`config.mk`:
```
export PLATFORM = sky130hd
export DESIGN_NAME = spi_slave_fifo
export DESIGN_NICKNAME = d
export VERILOG_FILES = /design/src/rtl/spi_pkg.sv /design/src/rtl/spi_slave_fifo_sync_fifo.sv /design/src/rtl/spi_slave_fifo.sv
export SDC_FILE = /design/constraint.sdc
export NUM_CORES = 1
export LEC_CHECK = 0
export CAP_MARGIN = 20
export CORE_UTILIZATION = 30
export CTS_BUF_LIST = sky130_fd_sc_hd__clkbuf_4 sky130_fd_sc_hd__clkbuf_8 sky130_fd_sc_hd__clkbuf_16
export CTS_CLUSTER_SIZE = 16
export DETAILED_ROUTE_END_ITERATION = 7
export SYNTH_ARGS = -nofsm -noshare
export SYNTH_HDL_FRONTEND = slang
export SYNTH_HIERARCHICAL = 1
export SYNTH_SLANG_ARGS = --single-unit
```
`constraint.sdc`:
```
create_clock -name clk6x -period 3.9 [get_ports clk6x]
set_clock_uncertainty 0.1 [all_clocks]
set_input_delay 1.17 -clock clk6x [delete_from_list [all_inputs] [get_ports clk6x]]
set_output_delay 1.17 -clock clk6x [all_outputs]
set_load 0.005 [all_outputs]
```
`src/rtl/spi_pkg.sv`:
```
// Shared definitions for the SPI slave: mode encodings, default underrun fill and clog2.
package spi_pkg;

  // Modes are encoded as {CPOL, CPHA}.
  localparam logic [1:0] MODE0 = 2'b00;
  localparam logic [1:0] MODE1 = 2'b01;
  localparam logic [1:0] MODE2 = 2'b10;
  localparam logic [1:0] MODE3 = 2'b11;

  localparam logic [31:0] TX_FILL_DEFAULT = '1;

  typedef enum logic {
    ST_IDLE,
    ST_ACTIVE
  } frame_state_e;

  function automatic int clog2(input int value);
    int r;
    r = 0;
    while ((1 << r) < value) r++;
    return r;
  endfunction

endpackage

```
`src/rtl/spi_slave_fifo_sync_fifo.sv`:
```
// Single-clock FIFO with occupancy, full/empty flags and a sticky overflow flag.
module sync_fifo
  import spi_pkg::*;
#(
  parameter int DW    = 8,
  parameter int DEPTH = 4
) (
  input  logic                     clk,
  input  logic                     reset,
  input  logic                     push_i,
  input  logic [DW-1:0]            data_i,
  input  logic                     pop_i,
  output logic [DW-1:0]            data_o,
  output logic [clog2(DEPTH):0]    level_o,
  output logic                     full_o,
  output logic                     empty_o,
  output logic                     overflow_o
);

  localparam int AW  = clog2(DEPTH);
  localparam int AW1 = AW + 1;
  localparam logic [AW:0] FULL_LVL = AW1'(DEPTH);

  logic [DW-1:0] mem_q [DEPTH];
  logic [AW-1:0] wr_ptr_q, rd_ptr_q;
  logic [AW:0]   level_q;
  logic          overflow_q;
  logic          do_push, do_pop;

  assign empty_o = (level_q == '0);
  assign full_o  = (level_q == FULL_LVL);
  // A pop in the same cycle frees a slot, so a push while full still lands.
  assign do_pop  = pop_i && !empty_o;
  assign do_push = push_i && (!full_o || do_pop);

  always_ff @(posedge clk) begin
    if (reset) begin
      wr_ptr_q   <= '0;
      rd_ptr_q   <= '0;
      level_q    <= '0;
      overflow_q <= 1'b0;
    end else begin
      if (do_push) wr_ptr_q <= wr_ptr_q + AW'(1);
      if (do_pop)  rd_ptr_q <= rd_ptr_q + AW'(1);
      level_q <= level_q + {{AW{1'b0}}, do_push} - {{AW{1'b0}}, do_pop};
      if (push_i && !do_push) overflow_q <= 1'b1;
    end
  end

  always_ff @(posedge clk) begin
    if (do_push) mem_q[wr_ptr_q] <= data_i;
  end

  assign data_o     = mem_q[rd_ptr_q];
  assign level_o    = level_q;
  assign overflow_o = overflow_q;

endmodule

```
`src/rtl/spi_slave_fifo.sv`:
```
// Oversampled SPI slave, all four modes, parametrised word width, MISO words sourced from a TX FIFO.
module spi_slave_fifo
  import spi_pkg::*;
#(
  parameter int            DW          = 8,
  parameter bit            CPOL        = 1'b0,
  parameter bit            CPHA        = 1'b0,
  parameter int            TX_DEPTH    = 4,
  parameter int            SYNC_STAGES = 2,
  parameter logic [DW-1:0] TX_FILL     = TX_FILL_DEFAULT[DW-1:0]
) (
  input  logic                       clk6x,
  input  logic                       reset,
  input  logic                       spi_clk_i,
  input  logic                       spi_csn_i,
  input  logic                       spi_mosi_i,
  output logic                       spi_miso_o,
  output logic                       spi_miso_drive_o,
  output logic [DW-1:0]              rx_byte_o,
  output logic                       rx_hdr_en_o,
  output logic                       rx_db_en_o,
  input  logic [DW-1:0]              tx_byte_i,
  input  logic                       tx_en_i,
  output logic [clog2(TX_DEPTH):0]   tx_level_o,
  output logic                       tx_full_o,
  output logic                       tx_underrun_o,
  output logic                       tx_overflow_o
);

  localparam int CW = clog2(DW);
  localparam logic [CW-1:0] LAST_BIT = CW'(DW - 1);
  localparam bit SAMPLE_LEAD = ({CPOL, CPHA} == MODE0) || ({CPOL, CPHA} == MODE2);

  logic [SYNC_STAGES-1:0] sck_sync_q, csn_sync_q, mosi_sync_q;
  logic                   sck_last_q;
  logic                   sck_s, csn_s, mosi_s;
  logic                   edge_any, lead_edge, trail_edge, sample_edge, launch_edge;

  frame_state_e state_q, state_d;
  logic         frame_start, frame_end;

  logic [CW-1:0] bit_cnt_q, bit_cnt_d;
  logic [DW-1:0] rx_shift_q, rx_shift_d;
  logic [DW-1:0] tx_shift_q, tx_shift_d;
  logic [DW-1:0] rx_byte_q, rx_byte_d;
  logic          miso_q, miso_d;
  logic          first_word_q, first_word_d;
  logic          word_done_q, word_done_d;
  logic          hdr_q, hdr_d, db_q, db_d;
  logic          underrun_q, underrun_d;
  logic          pend_q, pend_d;
  logic          pend_empty_q, pend_empty_d;

  logic          fifo_pop, fifo_empty;
  logic [DW-1:0] fifo_head, load_word;

  sync_fifo #(
    .DW    (DW),
    .DEPTH (TX_DEPTH)
  ) u_tx_fifo (
    .clk        (clk6x),
    .reset      (reset),
    .push_i     (tx_en_i),
    .data_i     (tx_byte_i),
    .pop_i      (fifo_pop),
    .data_o     (fifo_head),
    .level_o    (tx_level_o),
    .full_o     (tx_full_o),
    .empty_o    (fifo_empty),
    .overflow_o (tx_overflow_o)
  );

  always_ff @(posedge clk6x) begin
    if (reset) begin
      sck_sync_q  <= {SYNC_STAGES{CPOL}};
      csn_sync_q  <= '1;
      mosi_sync_q <= '0;
      sck_last_q  <= CPOL;
    end else begin
      sck_sync_q  <= {sck_sync_q[SYNC_STAGES-2:0], spi_clk_i};
      csn_sync_q  <= {csn_sync_q[SYNC_STAGES-2:0], spi_csn_i};
      mosi_sync_q <= {mosi_sync_q[SYNC_STAGES-2:0], spi_mosi_i};
      sck_last_q  <= sck_sync_q[SYNC_STAGES-1];
    end
  end

  assign sck_s       = sck_sync_q[SYNC_STAGES-1];
  assign csn_s       = csn_sync_q[SYNC_STAGES-1];
  assign mosi_s      = mosi_sync_q[SYNC_STAGES-1];
  assign edge_any    = (sck_s != sck_last_q) && (state_q == ST_ACTIVE) && !csn_s;
  assign lead_edge   = edge_any && (sck_s != CPOL);
  assign trail_edge  = edge_any && (sck_s == CPOL);
  assign sample_edge = SAMPLE_LEAD ? lead_edge : trail_edge;
  assign launch_edge = SAMPLE_LEAD ? trail_edge : lead_edge;
  assign load_word   = fifo_empty ? TX_FILL : fifo_head;

  always_comb begin
    state_d     = state_q;
    frame_start = 1'b0;
    frame_end   = 1'b0;
    case (state_q)
      ST_IDLE: if (!csn_s) begin
        state_d     = ST_ACTIVE;
        frame_start = 1'b1;
      end
      ST_ACTIVE: if (csn_s) begin
        state_d   = ST_IDLE;
        frame_end = 1'b1;
      end
      default: state_d = ST_IDLE;
    endcase
  end

  // With CPHA=0 the next word's MSB must be on MISO before its first sample
  // edge, but after the last word the master still produces a trailing edge.
  // So the head is only presented there and popped at the word's first sample
  // edge, which keeps a frame from consuming a reply it never clocks out.
  always_comb begin
    bit_cnt_d    = bit_cnt_q;
    rx_shift_d   = rx_shift_q;
    tx_shift_d   = tx_shift_q;
    rx_byte_d    = rx_byte_q;
    miso_d       = miso_q;
    first_word_d = first_word_q;
    word_done_d  = 1'b0;
    hdr_d        = 1'b0;
    db_d         = 1'b0;
    underrun_d   = 1'b0;
    pend_d       = pend_q;
    pend_empty_d = pend_empty_q;
    fifo_pop     = 1'b0;

    if (word_done_q) begin
      rx_byte_d    = rx_shift_q;
      hdr_d        = first_word_q;
      db_d         = !first_word_q;
      first_word_d = 1'b0;
    end

    if (frame_start) begin
      first_word_d = 1'b1;
      bit_cnt_d    = '0;
      if (!CPHA) begin
        tx_shift_d   = load_word;
        miso_d       = load_word[DW-1];
        pend_d       = 1'b1;
        pend_empty_d = fifo_empty;
      end
    end else if (frame_end) begin
      bit_cnt_d = '0;
      pend_d    = 1'b0;
    end else begin
      if (sample_edge) begin
        rx_shift_d = {rx_shift_q[DW-2:0], mosi_s};
        if (bit_cnt_q == LAST_BIT) begin
          bit_cnt_d   = '0;
          word_done_d = 1'b1;
        end else begin
          bit_cnt_d = bit_cnt_q + CW'(1);
        end
        if (pend_q && (bit_cnt_q == '0)) begin
          pend_d     = 1'b0;
          underrun_d = pend_empty_q;
          fifo_pop   = !pend_empty_q;
        end
      end
      if (launch_edge) begin
        if (bit_cnt_q == '0) begin
          tx_shift_d = load_word;
          miso_d     = load_word[DW-1];
          if (CPHA) begin
            underrun_d = fifo_empty;
            fifo_pop   = !fifo_empty;
          end else begin
            pend_d       = 1'b1;
            pend_empty_d = fifo_empty;
          end
        end else begin
          tx_shift_d = tx_shift_q << 1;
          miso_d     = tx_shift_q[DW-2];
        end
      end
    end
  end

  always_ff @(posedge clk6x) begin
    if (reset) begin
      state_q      <= ST_IDLE;
      bit_cnt_q    <= '0;
      rx_shift_q   <= '0;
      tx_shift_q   <= '0;
      rx_byte_q    <= '0;
      miso_q       <= 1'b1;
      first_word_q <= 1'b0;
      word_done_q  <= 1'b0;
      hdr_q        <= 1'b0;
      db_q         <= 1'b0;
      underrun_q   <= 1'b0;
      pend_q       <= 1'b0;
      pend_empty_q <= 1'b0;
    end else begin
      state_q      <= state_d;
      bit_cnt_q    <= bit_cnt_d;
      rx_shift_q   <= rx_shift_d;
      tx_shift_q   <= tx_shift_d;
      rx_byte_q    <= rx_byte_d;
      miso_q       <= miso_d;
      first_word_q <= first_word_d;
      word_done_q  <= word_done_d;
      hdr_q        <= hdr_d;
      db_q         <= db_d;
      underrun_q   <= underrun_d;
      pend_q       <= pend_d;
      pend_empty_q <= pend_empty_d;
    end
  end

  assign spi_miso_o       = miso_q;
  assign spi_miso_drive_o = !csn_s;
  assign rx_byte_o        = rx_byte_q;
  assign rx_hdr_en_o      = hdr_q;
  assign rx_db_en_o       = db_q;
  assign tx_underrun_o    = underrun_q;

endmodule

```
Word level (Yosys, flattened, before mapping)
Memory sizes are Yosys's and may differ from the RTL's. A register that Yosys moved wholly into a read port is not among the register bits.
Index checks and enable logic that the tools add are counted.
Storage, ports and cells
  logic and storage cells: 99
  ROM bits: 0
  memories: 1
  bits of input ports: 14
  flip-flop bits (word level): 50
  output and inout bits: 18
  bits in latches: 0
  bits in writable memories: 32
Cells by class
  shift operators: 0
  multiplexer cells: 35
  bitwise gates (word level): 6
  div/mod/pow operators: 0
  reductions and logical operators: 27
  equal/unequal tests: 4
  add/sub/neg operators: 5
  $mul: 0
  order comparisons: 0
Memories
  u_tx_fifo.mem_q: words 4, width 8, rd ports 1, clocked after memory_dff 1, write ports 1, RTL line spi_slave_fifo_sync_fifo.sv:24  | logic [DW-1:0] mem_q [DEPTH];
Operators by type and width (count)
  2-to-1 mux 7 bit: 4
  2-to-1 mux 1 bit: 27
  logical AND 1 bit: 8
  2-to-1 mux 8 bit: 1
  equality test 3 bit (second input constant): 2
  zero test 1 bit: 6
  zero test 3 bit: 2
  NOT 1 bit: 6
  AND reduction 3 bit: 2
  nonzero test 2 bit: 3
  OR reduction 5 bit: 1
  adder 2 x 1 -> 2 bit (second input constant): 2
  2-to-1 mux 2 bit: 2
  OR reduction 4 bit: 1
  adder 3 x 1 -> 3 bit: 1
  adder 3 x 1 -> 3 bit (second input constant): 1
  2-to-1 mux 3 bit: 1
  OR reduction 3 bit: 1
  subtractor 3 x 1 -> 3 bit: 1
  inequality test 2 bit (second input constant): 1
  AND reduction 2 bit: 1
  OR reduction 2 bit: 1
  logical OR 1 bit: 1
  inequality test 1 bit: 1

Logic depth before layout (Yosys ltp)
  depth after elaboration: 12
  mapped depth: 13
  mapped depth without buffers: 13

Hierarchy
The synthesis kept the hierarchy.
By module, submodules not included
  sync_fifo: seq. area each 1161.1 µm², cells an instance 93, times used 1, area each 1682.9 µm²
  spi_slave_fifo: seq. area each 840.8 µm², cells an instance 173, times used 1, area each 1612.8 µm²

Least setup slack after synthesis
OpenSTA, ideal clock, no wires.
  kind: flip-flop to flip-flop
  start: register csn_sync_q[1]
  end: register u_tx_fifo.level_q[1] (netlist: u_tx_fifo/level_o[1])
  required time: 3.672 ns
  buffers on the path: 1
  period minus slack after synthesis: 2.909 ns
  library setup time: 0.128 ns
  path slack: 0.991 ns
  arrival: 2.681 ns
  stages on the path, launching flop included: 11
  path through: dfxtp_1 > inv_1 > ha_1 > buf_2 > nor4_1 > o31ai_2 > or2_1 > a21bo_1 > ha_1 > fa_1 > nor2b_1
Between the ends
  longest elaborated chain between the ends: 11
  elaborated cells on any way between the ends: 15
  those cells by class: add/sub (2); mux (7); reduce/logical (6)
Ends and longest elaborated chain
  start: declaration: RTL line spi_slave_fifo.sv:34  | logic [SYNC_STAGES-1:0] sck_sync_q, csn_sync_q, mosi_sync_q;
  start signal: assignment: RTL line spi_slave_fifo.sv:81  | csn_sync_q <= {csn_sync_q[SYNC_STAGES-2:0], spi_csn_i};
  zero test 1 bit *
  net spi_miso_drive_o: RTL line spi_slave_fifo.sv:18  | output logic spi_miso_drive_o,
  logical AND 1 bit *: RTL line spi_slave_fifo.sv:90  | assign edge_any = (sck_s != sck_last_q) && (state_q == ST_ACTIVE) && !csn_s;
  logical AND 1 bit *: RTL line spi_slave_fifo.sv:91  | assign lead_edge = edge_any && (sck_s != CPOL);
  2-to-1 mux 1 bit *: RTL line spi_slave_fifo.sv:153  | if (sample_edge) begin
  2-to-1 mux 1 bit *: RTL line spi_slave_fifo.sv:149  | end else if (frame_end) begin
  2-to-1 mux 1 bit *: RTL line spi_slave_fifo.sv:140  | if (frame_start) begin
  net fifo_pop: RTL line spi_slave_fifo.sv:54  | logic fifo_pop, fifo_empty;
  logical AND 1 bit *: RTL line spi_slave_fifo_sync_fifo.sv:33  | assign do_pop = pop_i && !empty_o;
  logical OR 1 bit: RTL line spi_slave_fifo_sync_fifo.sv:34  | assign do_push = push_i && (!full_o || do_pop);
  logical AND 1 bit: RTL line spi_slave_fifo_sync_fifo.sv:34
  adder 3 x 1 -> 3 bit: RTL line spi_slave_fifo_sync_fifo.sv:45  | level_q <= level_q + {{AW{1'b0}}, do_push} - {{AW{1'b0}}, do_pop};
  subtractor 3 x 1 -> 3 bit *: RTL line spi_slave_fifo_sync_fifo.sv:45
  end signal: assignment: RTL line spi_slave_fifo_sync_fifo.sv:45
  end: declaration: RTL line spi_slave_fifo_sync_fifo.sv:26  | logic [AW:0] level_q;
The timed path passes the listed nets; every way through them passes the cells marked *.
A chain may end at the register's enable or synchronous reset.

Final worst setup path
  start: register bit_cnt_q[0]
  end: register u_tx_fifo.level_q[2] (netlist: u_tx_fifo/level_o[2])
Between the ends
  longest elaborated chain between the ends: 11
Ends and longest elaborated chain
  start: declaration: RTL line spi_slave_fifo.sv:42  | logic [CW-1:0] bit_cnt_q, bit_cnt_d;
  start signal: assignment: RTL line spi_slave_fifo.sv:203  | bit_cnt_q <= bit_cnt_d;
  zero test 3 bit *: RTL line spi_slave_fifo.sv:161  | if (pend_q && (bit_cnt_q == '0)) begin
  logical AND 1 bit *: RTL line spi_slave_fifo.sv:161
  2-to-1 mux 1 bit *: RTL line spi_slave_fifo.sv:161
  2-to-1 mux 1 bit *: RTL line spi_slave_fifo.sv:153
  2-to-1 mux 1 bit *: RTL line spi_slave_fifo.sv:149
  2-to-1 mux 1 bit *: RTL line spi_slave_fifo.sv:140
  net fifo_pop: RTL line spi_slave_fifo.sv:54
  logical AND 1 bit *: RTL line spi_slave_fifo_sync_fifo.sv:33
  logical OR 1 bit: RTL line spi_slave_fifo_sync_fifo.sv:34
  logical AND 1 bit: RTL line spi_slave_fifo_sync_fifo.sv:34
  adder 3 x 1 -> 3 bit: RTL line spi_slave_fifo_sync_fifo.sv:45
  subtractor 3 x 1 -> 3 bit *: RTL line spi_slave_fifo_sync_fifo.sv:45
Marks and branches as above.

==> metrics.sh <==
CLK_LATENCY_PS=360
CRIT_PATH_TOP_DELAY_CELL='sky130_fd_sc_hd__dfxtp_1'
TRITONCTS='done'
DRCVIOLATIONCOUNT=0
ASYNC_RESET_FF_SHARE_PCT=0
NUMPORTBUFFERS=31
POSTROUTEANTENNANETS=0
SYNTH.CELLS.MOST_FREQUENT='52 x sky130_fd_sc_hd__dfxtp_1, 32 x sky130_fd_sc_hd__edfxtp_1, 26 x sky130_fd_sc_hd__nor2_1'
STDCELL_COUNT=437
SETUP_TNS_PS=0
GR-USAGE-ALL-LAYERS_PCT=10.60
FINISH.UTILIZATION_PCT=37.17
SEQPWRFRAC_PCT=56.2
FIRSTDRTPASSITERS=4
RUN_STATUS='finished clean'
TIMING_WORST_SETUP_PATH_TYPE='reg -> reg'
TIGHTESTPINTRANSITION_PS=529.8
CTS_CLK_PIN_SLEW_WORST_PATHS_PS=80
GATE_COUNT_AFTER_TECHNOLOGY_MAPPING=266
WORSTREG2REGSTART='bit_cnt_q[0]$_SDFFE_PP0N_'
PEAKVDDDROP_V=0.0002026
PLACED_CELLS_INCL_TAPS=421
IOPINCOUNT=32
WORST_SETUP_PATH_START_KIND='flip-flop'
CRIT_PATH_MAX_INCR_DELAY_PS=370
PEAK_FANOUT_ALONG_THE_CRITICAL_PATH=7
SHARE_OF_THE_SYNTHESIZED_AREA_IN_THE_TOP_CELL_TYPE_PCT=31.59
FLOW.AREA_GROWTH_FROM_SYNTHESIS_PCT=18.53
FINALCRITICALPERIOD_PS=2893
DETAILED_PLACE_HPWL_MM=3.737
LEAKAGE_nW=1.326
COMBPWRFRAC_PCT=10.8
HP-CLASS='reg -> reg'
CLOCK-ROOT-BUFFER='sky130_fd_sc_hd__clkbuf_8'
YOSYSMOSTFREQUENTCELL='sky130_fd_sc_hd__dfxtp_1'
INITIAL_UTILIZATION_PCT=31.36
GRT_PASS1_WL_MM=9.232
CLOCK_POWER_SHARE_PCT=33.0
DIE-HEIGHT_UM=106.8
CLKSINKCOUNT=84
VIA_COUNT=2032
SYNTH_AREA_LEADERS='sky130_fd_sc_hd__dfxtp_1 32%, sky130_fd_sc_hd__edfxtp_1 29%, sky130_fd_sc_hd__mux4_2 5.5%, sky130_fd_sc_hd__ha_1 3.8%, sky130_fd_sc_hd__a21oi_1 3.3%'
OVERALL_OVERFLOW_REMAINING_AFTER_GLOBAL_ROUTE=0
HOLD_BUFFERS=0
MAXCAPVIOLATIONS=0
MET3_WIRELENGTH_FROM_DETAILED_ROUTING_UM=229
MET2WIRELENGTH_MM=2.750
CRIT_PATH_START='bit_cnt_q[0]$_SDFFE_PP0N_'
CTS_RESIZED=0
P_PER_AREA_nW_PER_UM2=456.7
GRT_PASS1_VIAS=1987
POST_CTS_BUFFERS=0
GP_CONGESTION=0.6815
CLOCK_TREE.BUFFER_DEPTH=2
HOLD_PATH.STARTPOINT='csn_sync_q[0]$_SDFF_PP1_'
SYNTH_FP_NETS=291
INSERTEDDIODECOUNT=0
SYNTH.DISTINCT_CELLS=43
CRIT_PATH_CELL_TRACE='inv_1, ha_1, nor2b_2, nand3_1, nor4_1, buf_4, nor4b_4, nor2b_2, a21bo_1, ha_1, fa_1, xnor2_1, xnor2_1, nor2_1'
SYNTH.YOSYS.SEQ_AREA_SHARE_PCT=60.74
SYNTH_WARNINGS=6
ROUTE.DETAILED.WL_PER_INST_UM=12.85
ANTENNA_FOUND_INITIAL=0
DETAIL_ROUTE.VIAS_PER_CELL=4.650
ROWS=37
ROUTED_WIRELENGTH_MM=5.614
FLOORPLAN.DIE.WIDTH_UM=106.8
GRT_SETUP_UNREPAIRED='false'
SIGNAL_ARRIVAL_TIME_AT_THE_WORST_ENDPOINT_PS=3020
NUMBER_OF_ENABLE_TYPE_REGISTER_CELLS_IN_THE_SYNTHESIZED_NETLIST=32
CP_DATA_REQUIRED_TIME_PS=4030
TIMING.FINAL.SETUP_VIOLATIONS=0
DESIGN.DIE.AREA_UM2=11410
POWER_SWITCHING_W=0.0004709
DRT_ITER0_DRC=62
INTPOWER_W=0.001313
WL_MET1_MM=2.569
FMAX_MHz=345.6
CTS_MADE_BUFFERS=9
TOP_SIGNAL_LAYER_USED='met4'
KIND_OF_END_POINT_OF_THE_CRITICAL_PATH='flip-flop'
SYN-CELL-AREA_UM2=3296
DOMINANT_REGISTER_CELL_IN_THE_SYNTHESIZED_NETLIST='sky130_fd_sc_hd__dfxtp_1'
NET_SW_SHARE_PCT=26.40
REL_SLEW_SLACK_PCT=64.63
FINALHOLDVIOLCOUNT=0
FINISH.NET_COUNT=321
CTSHTREEMAXLEVEL=3
GRT_MAX_DEGREE=46
SLEW_VIOL_FINAL=0
DESIGN.CORE.AREA_UM2=10510
TIMING.FINAL.CRIT_SHARE_PCT=74.19
POSTSYNTHREGISTERBITS=84
SYNTHDOMINANTAREACELLTYPE='sky130_fd_sc_hd__dfxtp_1'
SYN_AREA_PER_CELL_UM2=12.39
LAYOUT-DRIVE-GT1-SHARE_PCT=11.96
==> sequential cells by signal, summed over array words and instances, names as in the netlist, 3 cells and up, named ones only <==
register	flops
rx_byte_o	8
bit_cnt_q	3
tx_shift_q	7
u_tx_fifo/mem_q	32
u_tx_fifo/level_o	3
rx_shift_q	8
==> metrics by stage <==
stage               hold WS, ps  setup WS, ps  cell area (um^2)  total power, W
floorplan                 289.5         991.3              3296        0.001144
detailed placement        302.0         707.2              3719        0.001220
global placement          299.1         742.7              3719        0.001214
global route              336.6         829.1              3906        0.001875
finish                    315.3          1007              3906        0.001784
CTS                       321.6         996.2              3906        0.001814
==> critical path: cells and delay by family, from the launching register on <==
| family | cells | cell delay, ps |
|---|---|---|
| AOI/OAI and AO/OA | 1 | 200 |
| xor gates and xnor gates | 2 | 300 |
| adders and majority gates | 3 | 750 |
| buffers and inverters | 2 | 240 |
| DFF | 1 | 370 |
| and+or+nand+nor | 6 | 800 |
==> area by class of cell <==
class	count	area, um^2
fill	995	6603
sequential	84	2002
multi-input combinational	157	1176
timing repair buffer	34	332.8
tap	136	170.2
clock buffer	9	123.9
clock inverter	7	63.81
inverter	10	37.54
==> cells in the final DEF (no fill, tap or decap), types with 4 or more instances in the layout <==
cell type / instances
sky130_fd_sc_hd__dfxtp_1: 52
sky130_fd_sc_hd__edfxtp_1: 32
sky130_fd_sc_hd__clkdlybuf4s50_1: 31
sky130_fd_sc_hd__nor2_1: 26
sky130_fd_sc_hd__a21oi_1: 22
sky130_fd_sc_hd__nand2_1: 16
sky130_fd_sc_hd__inv_1: 10
sky130_fd_sc_hd__nand3_1: 10
sky130_fd_sc_hd__mux2i_1: 10
sky130_fd_sc_hd__ha_1: 10
sky130_fd_sc_hd__clkbuf_8: 9
sky130_fd_sc_hd__mux4_2: 8
sky130_fd_sc_hd__nor2b_1: 7
sky130_fd_sc_hd__o221ai_1: 6
sky130_fd_sc_hd__nor3_1: 5
sky130_fd_sc_hd__and2_1: 4
==> path summary, 6_finish.rpt <==
kind / slack (ps) / depth (start not counted) / endpoint
worst max-delay path: 1010 / 14 / u_tx_fifo/level_o[2]$_SDFF_PP0_
worst min-delay path: 320 / 1 / csn_sync_q[1]$_SDFF_PP1_
worst max register to register: 1010 / 14 / u_tx_fifo/level_o[2]$_SDFF_PP0_
worst min register to register: 320 / 1 / csn_sync_q[1]$_SDFF_PP1_
==> per-layer routing <==
metal | GRT usage [%] | vias to the layer above
met5 | 0 | -
li1 | - | 1000
met1 | 12.19 | 993
met4 | 3.523 | 0
met2 | 18.20 | 31
met3 | 3.830 | 8
==> power by group through the flow <==
| stage | clock [W] | sequential [W] | combinational (W) |
|---|---|---|---|
| 6_report | 0.000589 | 0.00100 | 0.000192 |
| 5_1_grt | 0.000650 | 0.00101 | 0.000215 |
| 4_1_cts | 0.000614 | 0.00100 | 0.000196 |
| 3_5_place_dp | 0 | 0.00102 | 0.000196 |
| 3_3_place_gp | 0 | 0.00102 | 0.000194 |
| 2_1_floorplan | 0 | 0.00101 | 0.000132 |
==> cells by family (layout without fill, tap and decap cells) <==
kind of cell	Yosys count	in the layout	synth area share (%)
XOR/XNOR	5	5	1.329
AO/OA/AOI/OAI	39	39	7.859
adder cells (fa/ha/maj)	11	11	4.404
buffers and inverters	25	60	3.569
multiplexers	19	19	8.960
flip-flops	84	84	60.74
AND/OR/NAND/NOR	83	83	13.14
Note: power is estimated with default switching activity, not from simulation.
